<file path="src/rtl/ps2_keycode_rx.sv">
// PS/2 keyboard receiver: conditions the raw pins, frames 11-bit device-to-host
// words and decodes E0/F0 prefixes into a keycode history with press/release strobes.

// Synchronizes one raw PS/2 pin and debounces it: the output only follows the
// pin after LEN consecutive samples disagree with the current filtered value.
module ps2_pin_filter #(
    parameter int LEN = 8
) (
    input  logic clk,
    input  logic reset,
    input  logic pin,
    output logic filt
);
    localparam int CW = (LEN > 1) ? $clog2(LEN) : 1;

    logic [1:0]    sync;
    logic [CW-1:0] cnt;

    // 2-FF synchronizer followed by the run-length filter; idle level is high
    always_ff @(posedge clk) begin
        if (reset) begin
            sync <= 2'b11;
            cnt  <= '0;
            filt <= 1'b1;
        end else begin
            sync <= {sync[0], pin};
            if (sync[1] == filt) begin
                cnt <= '0;
            end else if (cnt == CW'(LEN - 1)) begin
                filt <= sync[1];
                cnt  <= '0;
            end else begin
                cnt <= cnt + 1'b1;
            end
        end
    end
endmodule

module ps2_keycode_rx #(
    parameter int FILTER_LEN     = 8,
    parameter int TIMEOUT_CYCLES = 20000
) (
    input  logic        clk,
    input  logic        reset,
    input  logic        ps2_clk,
    input  logic        ps2_data,
    output logic [31:0] keycode,
    output logic        flag,
    output logic        brk_flag,
    output logic        ext,
    output logic        err,
    output logic        busy
);
    localparam int TW = $clog2(TIMEOUT_CYCLES + 1);

    typedef enum logic [1:0] {IDLE, DATA, PARITY, STOP} state_t;

    state_t        state, state_nx;
    logic          clk_f, data_f, clk_f_q, fall;
    logic [2:0]    bit_cnt;
    logic [7:0]    shreg;
    logic          par;
    logic [TW-1:0] tmo_cnt;
    logic          ext_pend, brk_pend;
    logic          start_err, frame_ok, frame_err, tmo;

    ps2_pin_filter #(.LEN(FILTER_LEN)) u_clk_filt (
        .clk   (clk),
        .reset (reset),
        .pin   (ps2_clk),
        .filt  (clk_f)
    );

    ps2_pin_filter #(.LEN(FILTER_LEN)) u_data_filt (
        .clk   (clk),
        .reset (reset),
        .pin   (ps2_data),
        .filt  (data_f)
    );

    assign fall = clk_f_q & ~clk_f;
    assign busy = (state != IDLE);

    // Frame state register
    always_ff @(posedge clk) begin
        if (reset) state <= IDLE;
        else       state <= state_nx;
    end

    // Frame sequencing; a fall coinciding with timeout expiry wins over the timeout
    always_comb begin
        state_nx  = state;
        start_err = 1'b0;
        frame_ok  = 1'b0;
        frame_err = 1'b0;
        tmo       = 1'b0;
        if (fall) begin
            case (state)
                IDLE: begin
                    if (!data_f) state_nx = DATA;
                    else         start_err = 1'b1;
                end
                DATA: begin
                    if (bit_cnt == 3'd7) state_nx = PARITY;
                end
                PARITY: state_nx = STOP;
                STOP: begin
                    state_nx = IDLE;
                    if (data_f && ((^shreg) ^ par)) frame_ok  = 1'b1;
                    else                            frame_err = 1'b1;
                end
                default: state_nx = IDLE;
            endcase
        end else if (state != IDLE && tmo_cnt == TW'(TIMEOUT_CYCLES - 1)) begin
            tmo      = 1'b1;
            state_nx = IDLE;
        end
    end

    // Bit capture, timeout counting and edge history
    always_ff @(posedge clk) begin
        if (reset) begin
            clk_f_q <= 1'b1;
            bit_cnt <= '0;
            shreg   <= '0;
            par     <= 1'b0;
            tmo_cnt <= '0;
        end else begin
            clk_f_q <= clk_f;
            if (state == IDLE || fall || tmo) tmo_cnt <= '0;
            else                              tmo_cnt <= tmo_cnt + 1'b1;
            if (state == IDLE) bit_cnt <= '0;
            if (fall && state == DATA) begin
                shreg   <= {data_f, shreg[7:1]};
                bit_cnt <= bit_cnt + 1'b1;
            end
            if (fall && state == PARITY) par <= data_f;
        end
    end

    // Byte decoder: history shift, prefix latches and one-cycle strobes
    always_ff @(posedge clk) begin
        if (reset) begin
            keycode  <= '0;
            flag     <= 1'b0;
            brk_flag <= 1'b0;
            ext      <= 1'b0;
            err      <= 1'b0;
            ext_pend <= 1'b0;
            brk_pend <= 1'b0;
        end else begin
            flag     <= 1'b0;
            brk_flag <= 1'b0;
            err      <= start_err | frame_err | tmo;
            if (frame_ok) begin
                keycode <= {keycode[23:0], shreg};
                if (shreg == 8'hE0) begin
                    ext_pend <= 1'b1;
                end else if (shreg == 8'hF0) begin
                    brk_pend <= 1'b1;
                end else begin
                    ext      <= ext_pend;
                    flag     <= ~brk_pend;
                    brk_flag <= brk_pend;
                    ext_pend <= 1'b0;
                    brk_pend <= 1'b0;
                end
            end
        end
    end
endmodule

</file>
<file path="config.mk">
export PLATFORM = sky130hd
export DESIGN_NAME = ps2_keycode_rx
export DESIGN_NICKNAME = d
export VERILOG_FILES = /design/src/rtl/ps2_keycode_rx.sv
export SDC_FILE = /design/constraint.sdc
export NUM_CORES = 1
export LEC_CHECK = 0
export ABC_CLOCK_PERIOD_IN_PS = 1900
export BUFFER_PORTS_ARGS = -buffer_cell sky130_fd_sc_hd__buf_4
export CAP_MARGIN = 20
export CELL_PAD_IN_SITES_DETAIL_PLACEMENT = 0
export CELL_PAD_IN_SITES_GLOBAL_PLACEMENT = 1
export CORE_ASPECT_RATIO = 0.75
export CORE_MARGIN = 2
export CORE_UTILIZATION = 40
export DETAILED_ROUTE_END_ITERATION = 16
export PLACE_DENSITY = 0.87
export SLEW_MARGIN = 15
export SYNTH_ARGS = -nofsm -noshare
export SYNTH_HDL_FRONTEND = slang
export SYNTH_SLANG_ARGS = --single-unit
</file>
<file path="constraint.sdc">
create_clock -name clk -period 1.9 [get_ports clk]
set_input_delay 0.475 -clock clk [delete_from_list [all_inputs] [get_ports clk]]
set_output_delay 0.475 -clock clk [all_outputs]
set_load 0.005 [all_outputs]
</file>
Yosys cells after proc, flatten, opt, wreduce, memory -nomap -nowiden
Cells that the tools add are included.
Storage, ports and cells
  register bits after elaboration: 80
  bits of input ports: 4
  output and inout bits: 37
Cells by class
  $add $sub $neg: 4
  eq/ne operators: 14
  mux-type cells: 21
  bitwise gates (word level): 11
  reductions and logical operators: 21
Operators with widths (number)
  $eq 8x8->1 const B: 2
  $add 15x1->15 const B: 1
  $eq 15x15->1 const B: 1
  $mux 1: 14
  $add 3x1->3 const B: 3
  $eq 3x3->1 const B: 3
  $mux 2: 4
  $pmux 2 s4: 1
  $reduce_and 2->1: 4
  $reduce_xor 8->1: 1
  $not 1->1: 7
  $mux 3: 2
  $ne 3x3->1 const B: 2
  $reduce_and 3->1: 2
  $reduce_bool 2->1: 3
  $reduce_or 3->1: 2
  $eq 2x2->1 const B: 2
  $logic_and 1x1->1: 4
  $reduce_or 4->1: 1
  $eq 1x1->1: 2
  $eq 2x1->1 const B: 1
  $logic_not 2->1: 1
  $logic_or 1x1->1: 2
  $ne 2x2->1 const B: 1
  4 further kinds: 5

Logic depth before layout (Yosys ltp)
Gate-level depths: netlist of the first run.
  depth after elaboration: 8
  gate-level depth with buffers: 7
  mapped depth without buffers: 6

By module
From an unflattened synthesis of the first run, not the netlist that was laid out.
Second synthesis, totals
  cell total of the unflattened synthesis: 340
  area, all modules: 3319.4 µm²
By module, submodules not included
  ps2_keycode_rx: instances 1, cells each 308, area each 2906.5 µm²
  ps2_pin_filter: instances 2, cells each 16, area each 206.4 µm²

Worst setup path after synthesis of the first run
Ideal clock, no wire load.
  kind: register to register
  start point: register shreg[6]
  end point: register keycode[25]
  arrival: 1.756 ns
  data required time: 1.784 ns
  path slack: 0.029 ns
  cell stages (with the launch flop): 7
  buffers on the path: 1
  clock period less this slack: 1.871 ns
  cells stage by stage: dfxtp_1 > ha_1 > xnor3_2 > xnor2_2 > or2_1 > buf_6 > a31o_1
Between the ends
  word-level cells in the longest chain between the ends: 6
Ends and longest elaborated chain
  start, declared: line 61  | logic [7:0] shreg;
  start signal, assigned: line 134  | shreg <= {data_f, shreg[7:1]};
  $reduce_xor 8->1: line 109  | if (data_f && ((^shreg) ^ par)) frame_ok = 1'b1;
  $xor 1x1->1: line 109
  $logic_and 1x1->1: line 109
  $mux 1: line 109
  $mux 1: line 98  | case (state)
  $mux 1: line 97  | if (fall) begin
  end signal, assigned: line 156  | keycode <= {keycode[23:0], shreg};
  end, declared: line 47  | output logic [31:0] keycode,
No other way between the ends.
A chain may end at the register's enable or synchronous reset.

Worst setup path after layout of the first run
  start point: register shreg[6]
  end point: register keycode[21]
Same word-level chain as after synthesis.

==> reports/metrics.yaml, run 1 <==
multi_input_area_sq_mm: 0.001623
die_w_um: 109.6
worst_path_largest_cell_delay_ns: 0.37
numCtsBuffers: 9
finalCriticalPeriod_ns: 1.922
status: "finished, violations left"
finish.net_count: 425
start_util_pct: 41.90
stdcell_count: 514
hold_path_end: "u_clk_filt.sync[0]$_SDFF_PP1_"
clk_pin_slew_ns: 0.10
worst_slack_ns: -0.02228
htree_num_levels: 3
cpMaxStageDelayCell: "dfxtp_4"
period_share_pct: 101.2
vdd_drop_max_v: 0.0004628
drive_gt1_share_pct: 23.47
critical_path.cell_chain: "ha_4 -> xnor3_2 -> xnor2_2 -> buf_6 -> nor2_4 -> buf_6 -> buf_16 -> mux2i_1"
worstPathRequired_ns: 2.21
tightestPinTransition_ns: 0.4918
ys_top_cells_by_area: "dfxtp_1 48%, mux2i_1 7.8%, ha_1 6.4%"
first_iter_violations: 150
synth.avg_cell_area_sq_um: 9.590
seqCellArea_sq_mm: 0.001609
ant_nets: 0
cp_max_fo: 6
cellPowerDensity_mw_per_mm2: 716.7
drc: 0
synth_top_cell_by_area: "dfxtp_1"
grt_max_degree: 46
drt_wl_total_um: 7040
dr.pass1.iters: 4
synth_warnings: 0
p_total_mw: 2.958
combPwrFrac_pct: 1.5
reg2regPathDepth: 8
cts_tree: "built"
p_seq_share_pct: 56.8
fin_hold_ws_ns: 0.2982
dr_total_vias: 2593
p_sw_share_pct: 25.17
cpLargestDelayFamily: "XOR/XNOR gates"
die-area_sq_mm: 0.009123
hpwl_um: 4987
post_dp_cell_area_sq_mm: 0.003850
yosysSeqAreaShare_pct: 47.85
crit_path_frequent_cell: "buf_6"
switching_power_mw: 0.7445
hold_viol_final: 0
synth-edff-count: 0
crit_path_start_kind: "register"
async_flop_share_pct: 0
clkLatencyLatePin_ns: 0.37
grt_setup_unrepaired: "yes"
diodes: 0
ys.flop_type: "dfxtp_1"
cts_root_buffer: "clkbuf_8"
core_sq_mm: 0.007988
synth.cell_area_sq_mm: 0.003347
area_delta_synth_final_pct: 23.29
clock_skew_ns: 0.01700
io_buffer_count: 40
cts.path.max_buffers: 2
rows: 28
ys_types: 46
grt_pass1_vias: 2428
worst_ep_arrival_time_ns: 2.23
grt-ovfl-total: 0
clockPowerShare_pct: 41.7
r2r_start: "shreg[6]$_SDFFE_PP0P_"
violations: "negative setup slack"
final_cell_mix: "76 x dfxtp_1, 57 x buf_4, 54 x nand2_1, 26 x mux2i_1, 21 x nand3_1"
synthCells: 349
final_area_sq_mm: 0.004126
grt_usage_pct: 16.79
hp-class: "in -> reg"
io_pins: 41
antenna_found_initial: 0
gp_congestion: 0.7985
slew_headroom_pct: 67.11
synth_fp_nets: 370
clock_sinks: 80
grt_pass1_wl_um: 12100
min_from: "ps2_clk"
avgViaCountPerCell: 5.045
worstSetupPathType: "reg -> reg"
synth_top_area_share_pct: 47.85
finalSetupViolations: 7
slew_viol_final: 0
power_leakage_nw: 1.591
endpoint_kind: "register"
dp_cells: 495
worst_r2r_endpoint: "keycode[21]$_SDFFE_PP0P_"
internal_power_mw: 2.213
yosys_register_bits: 80
critPathBufInv: 3
die_y_um: 83.22
layout_commonest_cell: "dfxtp_1"
drv_cap: 0
rrSetupSlack_ns: -0.02
fill_cells: 750
fmax_mhz: 520.2
wl_per_cell_um: 13.70
post-route-util_pct: 51.66
whs_path_depth: 2
-- how the worst max path moves through the flow --
| stage | depth (start not counted) | from | to | slack [ns] |
|---|---|---|---|---|
| 2_1_floorplan | 6 | shreg[6]$_SDFFE_PP0P_ | keycode[25]$_SDFFE_PP0P_ | 0.03 |
| 3_3_place_gp | 5 | shreg[6]$_SDFFE_PP0P_ | keycode[25]$_SDFFE_PP0P_ | 0.03 |
| 3_5_place_dp | 7 | shreg[6]$_SDFFE_PP0P_ | keycode[20]$_SDFFE_PP0P_ | -0.03 |
| 4_1_cts | 7 | shreg[6]$_SDFFE_PP0P_ | keycode[3]$_SDFFE_PP0P_ | -0.03 |
| 5_1_grt | 8 | shreg[6]$_SDFFE_PP0P_ | keycode[13]$_SDFFE_PP0P_ | -0.12 |
| 6_report | 8 | shreg[6]$_SDFFE_PP0P_ | keycode[21]$_SDFFE_PP0P_ | -0.02 |
-- area by class of cell --
type	count	share of cell area, %
clock inverters	7	1.668
repair buffers	63	12.83
inverters	11	1.001
well taps	105	3.184
clock buffers	9	3.002
multi-input cells	239	39.33
flip-flops and latches	80	38.99
-- worst reg2reg max path: cells and delay by family (launching register included) --
family        cells  cell delay [ns]
xor+xnor          2             0.48
mux               1             0.17
flops             1             0.37
fa+ha+maj         1             0.26
buf+inv           3             0.39
simple gates      1             0.19
-- power groups by stage --
stage,Sequential [mW],Combinational [mW],Clock [mW]
after floorplan,1.72,0.0275,0
after global placement,1.72,0.0444,0
after detailed placement,1.72,0.0448,0
after CTS,1.68,0.0450,1.27
after global routing,1.68,0.0492,1.34
final,1.68,0.0447,1.23
-- routing by layer --
layer	part of all wire (%)	global-route usage, %
met1	52	25.17
met2	43	23.12
met3	3.6	4.317
met4	1.1	5.524
met5	0	0
-- cells by family (layout without fill, tap and decap cells) --
logic type | count (synthesis) | count (layout) | synth area share (%)
muxes | 26 | 26 | 7.776
AOI/OAI and AO/OA | 36 | 36 | 7.140
adders and majority gates | 17 | 17 | 6.355
and+or+nand+nor | 144 | 144 | 21.68
xor gates and xnor gates | 16 | 16 | 4.860
buffers and inverters | 30 | 90 | 4.336
DFF | 80 | 80 | 47.85
-- timing repair --
action | in CTS | in global routing
buffers inserted | 1 | 1
endpoints found under the setup margin | 27 | 38
endpoints found under the hold margin | 0 | 0
hold buffers | 0 | 0
gates resized for setup | 7 | 7
cloned | 2 | 0
pin swaps | 0 | 2
-- metrics by stage --
stage,setup WS [ns],TNS [ns]
after floorplan,0.02895,0
after global placement,0.02564,0
after detailed placement,-0.02711,-0.1798
after CTS,-0.03414,-0.1518
after global routing,-0.1211,-1.821
final,-0.02228,-0.09133
-- sequential cells by signal (all words and copies together) (netlist names), 2 cells and up --
signal            flops
state                 2
u_data_filt.sync      2
u_clk_filt.sync       2
tmo_cnt              15
u_data_filt.cnt       3
keycode              32
bit_cnt               3
shreg                 8
u_clk_filt.cnt        3
-- cell usage after synthesis, types with 3 or more instances --
master    count
a21oi_1      15
and2_1        5
nand4_1       5
a31oi_1       3
nand2_1      54
nor2_1       17
inv_1        11
dfxtp_1      80
buf_6         3
and4_1        5
mux2i_1      26
a31o_1        8
xor2_1        7
nor3_1       14
and3_1        3
xnor2_1       7
or2_2         5
clkbuf_1     11
ha_1         17
nand3_1      21
(Power assumes the default switching activity.)
==> run 2: changes to the inputs <==
--- a/config.mk
+++ b/config.mk
@@ -7,14 +7,14 @@
 export LEC_CHECK = 0
 export ABC_CLOCK_PERIOD_IN_PS = 1900
 export BUFFER_PORTS_ARGS = -buffer_cell sky130_fd_sc_hd__buf_4
-export CAP_MARGIN = 20
 export CELL_PAD_IN_SITES_DETAIL_PLACEMENT = 0
 export CELL_PAD_IN_SITES_GLOBAL_PLACEMENT = 1
 export CORE_ASPECT_RATIO = 0.75
 export CORE_MARGIN = 2
-export CORE_UTILIZATION = 40
+export CORE_UTILIZATION = 30
 export DETAILED_ROUTE_END_ITERATION = 16
-export PLACE_DENSITY = 0.87
+export PLACE_DENSITY = 0.71
+export SETUP_SLACK_MARGIN = 0.2
 export SLEW_MARGIN = 15
 export SYNTH_ARGS = -nofsm -noshare
 export SYNTH_HDL_FRONTEND = slang
==> run 2 against run 1 <==
  * The run now ends clean
  * Clock skew shrank 0.011 ns
  * Routed wire length grew 9.3%
  * Design area grew 6.5%
  * Critical path depth shrank 1
  * Die area grew 32%
  * Cell count grew 7.0%
  * Clock power grew 29%
  * Hold slack gained 0.022 ns
  * Sequential power is essentially flat
  * First-iteration DRC count shrank 5.3%
  * Utilization shrank 11 points
  * Sequential share of layout area shrank 2.4 points
  * Critical path type unchanged
  * Highest routed layer unchanged
==> reports/metrics.yaml, run 2 (synthesis results as in run 1) <==
grt_setup_unrepaired: "yes"
hpwl_um: 5149
drt_wl_total_um: 7692
cpLargestDelayFamily: "XOR/XNOR gates"
layout_commonest_cell: "dfxtp_1"
io_buffer_count: 40
cellPowerDensity_mw_per_mm2: 755.2
cts.path.max_buffers: 2
htree_num_levels: 3
worstPathRequired_ns: 2.16
numCtsBuffers: 9
worst_ep_arrival_time_ns: 2.13
period_share_pct: 98.32
grt_max_degree: 48
cts_root_buffer: "clkbuf_16"
cp_max_fo: 12
drv_cap: 0
hp-class: "in -> reg"
p_total_mw: 3.318
gp_congestion: 0.7662
hold_viol_final: 0
reg.largest.list: "keycode x32, tmo_cnt x15, shreg x8"
critPathBufInv: 2
grt_usage_pct: 13.17
finish.net_count: 426
slew_headroom_pct: 66.54
first_iter_violations: 142
tightestPinTransition_ns: 0.5003
drive_gt1_share_pct: 27.56
crit_path_start_kind: "register"
clkLatencyLatePin_ns: 0.33
cpMaxStageDelayCell: "xnor3_2"
antenna_found_initial: 0
die_y_um: 95.48
final_cell_mix: "76 x dfxtp_1, 55 x buf_4, 54 x nand2_1, 26 x mux2i_1, 21 x nand3_1"
die_w_um: 126.0
clock_skew_ns: 0.005964
slew_viol_final: 0
status: "complete, no violations"
dr.pass1.iters: 4
largest_register: "keycode"
critical_path.cell_chain: "inv_2 -> ha_4 -> xnor3_2 -> xnor2_4 -> nor2_4 -> clkbuf_16 -> mux2i_1"
vdd_drop_max_v: 0.0004913
cts_tree: "built"
finalCriticalPeriod_ns: 1.868
grt_pass1_wl_um: 12540
finalSetupViolations: 0
diodes: 0
clk_pin_slew_ns: 0.06
clock_sinks: 80
dr_total_vias: 2581
worstSetupPathType: "reg -> reg"
core_sq_mm: 0.01090
endpoint_kind: "register"
final_area_sq_mm: 0.004393
worst_path_largest_cell_delay_ns: 0.41
largest_reg_flops: 32
post_dp_cell_area_sq_mm: 0.003934
avgViaCountPerCell: 4.693
ant_nets: 0
die-area_sq_mm: 0.01203
wl_per_cell_um: 13.99
area_delta_synth_final_pct: 31.25
grt_pass1_vias: 2504
start_util_pct: 30.70
power_leakage_nw: 1.694
io_pins: 41
fin_setup_tns_ns: 0
grt-ovfl-total: 0
rows: 33
fmax_mhz: 535.3
drc: 0
[run 2: cell types whose count changed in the layout (fill, tap and decap cells not counted), moves of 6 or more]
cell | previous run | this run
clkbuf_16 | 0 | 10
nor3_2 | 0 | 6
clkbuf_8 | 9 | 0
nor3_1 | 14 | 5
[run 2: worst paths after layout]
| path | from | cells after the start | slack [ns] | to |
|---|---|---|---|---|
| hold / removal | ps2_clk | 2 | 0.32 | u_clk_filt.sync[0]$_SDFF_PP1_ |
| hold reg to reg | u_clk_filt.sync[0]$_SDFF_PP1_ | 1 | 0.41 | u_clk_filt.sync[1]$_SDFF_PP1_ |
| setup / recovery | shreg[4]$_SDFFE_PP0P_ | 7 | 0.03 | keycode[14]$_SDFFE_PP0P_ |
| setup reg to reg | shreg[4]$_SDFFE_PP0P_ | 7 | 0.03 | keycode[14]$_SDFFE_PP0P_ |
[run 2: layout make-up]
class,count,area [sq um]
Clock buffer,10,229.0
Clock inverter,6,46.29
Fill cell,1081,6507
Inverter,11,46.29
Multi-Input combinational cell,240,1744
Sequential cell,80,1609
Tap cell,140,175.2
Timing Repair Buffer,63,543.0
[run 2: layer usage]
metal	track usage (%)	share of wire, %	vias to the layer above
li1	-	-	1331
met3	3.760	2.6	8
met4	3.663	1.2	0
met5	0	0	-
met1	18.91	54	1214
met2	19.22	43	28
[run 2: what timing repair did]
item | CTS | global route
setup buffers | 0 | 2
pin swaps | 18 | 6
hold buffers | 0 | 0
endpoints found under the hold margin | 0 | 0
endpoints found under the setup margin | 39 | 41
gates resized for setup | 20 | 15
gates cloned | 2 | 1
[run 2: report_power, final]
group	internal [mW]	switching (mW)
sequential	1.68	0.00220
clock	0.889	0.701
combinational	0.0148	0.0302
[run 2: worst reg2reg max path, cell delays in order (launching register included)]
cell and delay (ns):
dfxtp_2 0.33, inv_2 0.04, ha_4 0.24, xnor3_2 0.41, xnor2_4 0.19, nor2_4 0.18, clkbuf_16 0.21, mux2i_1 0.19
[run 2: metrics by stage]
step | util [%] | setup slack [ns] | hold slack, ns | instances
after global routing | 40.30 | -0.01959 | 0.3182 | 550
final | 40.30 | 0.03201 | 0.3204 | 550
after CTS | 39.43 | 0.04061 | 0.3124 | 547
after detailed placement | 36.09 | -0.01588 | 0.3971 | 529
after floorplan | - | 0.08424 | 0.3895 | 349
after global placement | 36.09 | 0.02913 | 0.3929 | 529
==> run 3: changes to the inputs <==
--- a/config.mk
+++ b/config.mk
@@ -5,7 +5,7 @@
 export SDC_FILE = /design/constraint.sdc
 export NUM_CORES = 1
 export LEC_CHECK = 0
-export ABC_CLOCK_PERIOD_IN_PS = 1900
+export ABC_CLOCK_PERIOD_IN_PS = 1680
 export BUFFER_PORTS_ARGS = -buffer_cell sky130_fd_sc_hd__buf_4
 export CELL_PAD_IN_SITES_DETAIL_PLACEMENT = 0
 export CELL_PAD_IN_SITES_GLOBAL_PLACEMENT = 1
==> constraint.sdc (replaced) <==
create_clock -name clk -period 1.68 [get_ports clk]
set_input_delay 0.42 -clock clk [delete_from_list [all_inputs] [get_ports clk]]
set_output_delay 0.42 -clock clk [all_outputs]
set_load 0.005 [all_outputs]
==> run 3 against run 2 <==
  * The run now ends with negative setup slack left
  * Hold slack worse by 0.055 ns
  * Global-route usage down 0.26 points
  * Sequential power grew 13%
  * Non-clock buffer count rose by 22
  * Highest routed layer unchanged
  * Clock skew is 0.0023 ns lower
  * Critical path type unchanged
==> reports/metrics.yaml, run 3 (synthesis results as in run 1) <==
status: "finished, violations left"
violations: "negative setup slack"
drt_wl_total_um: 7918
slew_viol_final: 0
numCtsBuffers: 9
grt_max_degree: 48
tightestPinTransition_ns: 0.4366
grt_pass1_vias: 2462
hp-class: "in -> reg"
finalCriticalPeriod_ns: 1.856
die_w_um: 126.0
start_util_pct: 30.70
r2r_start: "shreg[7]$_SDFFE_PP0P_"
hold_viol_final: 0
cts.path.max_buffers: 2
worstPathRequired_ns: 1.95
critPathBufInv: 2
largest_reg_flops: 32
finalSetupViolations: 36
gp_congestion: 0.7919
drv_cap: 0
grt_usage_pct: 12.90
worst_ep_arrival_time_ns: 2.12
power_leakage_nw: 1.853
cp_max_fo: 13
grt-ovfl-total: 0
fin_setup_tns_ns: -4.718
cts_root_buffer: "clkbuf_16"
antenna_found_initial: 0
clock_sinks: 80
grt_setup_unrepaired: "yes"
critical_path.cell_chain: "ha_4 -> xnor3_2 -> xnor2_4 -> buf_6 -> nor2_4 -> buf_12 -> mux2i_1"
period_share_pct: 110.5
dr_total_vias: 2680
die-area_sq_mm: 0.01203
core_sq_mm: 0.01090
diodes: 0
slew_headroom_pct: 70.80
rrSetupSlack_ns: -0.18
clk_pin_slew_ns: 0.06
p_total_mw: 3.945
post-route-util_pct: 44.54
crit_path_start_kind: "register"
wl_per_cell_um: 13.84
io_buffer_count: 40
clkLatencyLatePin_ns: 0.33
largest_register: "keycode"
grt_pass1_wl_um: 12140
htree_num_levels: 3
endpoint_kind: "register"
drc: 0
cts_tree: "built"
finish.net_count: 448
final_cell_mix: "68 x dfxtp_1, 66 x buf_4, 45 x nand2_1, 26 x mux2i_1"
area_delta_synth_final_pct: 45.05
avgViaCountPerCell: 4.685
hpwl_um: 5230
dr.pass1.iters: 4
reg.largest.list: "keycode x32, tmo_cnt x15, shreg x8"
die_y_um: 95.48
cellPowerDensity_mw_per_mm2: 812.7
whs_path_depth: 2
cpMaxStageDelayCell: "xnor3_2"
ant_nets: 0
worst_slack_ns: -0.1758
layout_commonest_cell: "dfxtp_1"
worst_path_largest_cell_delay_ns: 0.41
min_from: "ps2_clk"
vdd_drop_max_v: 0.0005182
first_iter_violations: 118
hold_path_end: "u_clk_filt.sync[0]$_SDFF_PP1_"
rows: 33
clock_skew_ns: 0.003682
cpLargestDelayFamily: "XOR/XNOR gates"
io_pins: 41
reg2regPathDepth: 7
drive_gt1_share_pct: 42.36
worst_r2r_endpoint: "keycode[5]$_SDFFE_PP0P_"
worstSetupPathType: "reg -> reg"
fmax_mhz: 538.9
[run 3: layer usage]
layer	wire length [um]	vias to the layer above	track usage, %	share of wire [%]
li1	-	1372	-	-
met1	4037	1274	18.17	51
met2	3550	25	18.77	45
met3	210	9	3.367	2.7
met4	119	0	5.220	1.5
met5	0	-	0	0
[run 3: repair_timing]
action                                  in CTS  in global routing
pin swaps                                   10                 46
gates resized for setup                     30                 78
hold buffers                                 0                  0
setup buffers                               10                  3
gates cloned                                 1                  1
endpoints found under the setup margin      54                 59
[run 3: layout make-up]
cell class                 count  area, sq um
sequential                    80         1619
clock buffer                  10        239.0
inverter                      11        46.29
timing repair buffer          85        735.7
multi-input combinational    240         1972
clock inverter                 6        67.56
fill                        1048         6046
tap                          140        175.2
[run 3: where the power goes]
group          internal, mW  switching, mW  leakage [nW]
combinational        0.0184         0.0346          1.06
clock                  1.20          0.793         0.145
sequential             1.90        0.00242         0.650
total                  3.11          0.830          1.85
[run 3: worst max-delay path by stage]
stage	start	end	cells past startpoint
5_1_grt	shreg[7]$_SDFFE_PP0P_	keycode[17]$_SDFFE_PP0P_	7
3_3_place_gp	shreg[7]$_SDFFE_PP0P_	keycode[25]$_SDFFE_PP0P_	5
6_report	shreg[7]$_SDFFE_PP0P_	keycode[5]$_SDFFE_PP0P_	7
3_5_place_dp	shreg[7]$_SDFFE_PP0P_	keycode[28]$_SDFFE_PP0P_	5
2_1_floorplan	shreg[7]$_SDFFE_PP0P_	keycode[25]$_SDFFE_PP0P_	6
4_1_cts	shreg[7]$_SDFFE_PP0P_	keycode[4]$_SDFFE_PP0P_	7
[run 3: through the flow]
step / cells / setup WS, ns / hold WS (ns) / area, sq um
finish: 572 / -0.1758 / 0.2650 / 4855
global route: 572 / -0.2430 / 0.2621 / 4855
CTS: 568 / -0.1632 / 0.2554 / 4524
detailed placement: 541 / -0.2211 / 0.3998 / 4016
global placement: 541 / -0.1818 / 0.3973 / 4016
floorplan: 349 / -0.1358 / 0.3895 / 3391
[run 3: worst reg2reg max path, cell delays in order, from the launching register on]
cell	delay, ns
dfxtp_2	0.34
ha_4	0.24
xnor3_2	0.41
xnor2_4	0.16
buf_6	0.13
nor2_4	0.15
buf_12	0.18
mux2i_1	0.20
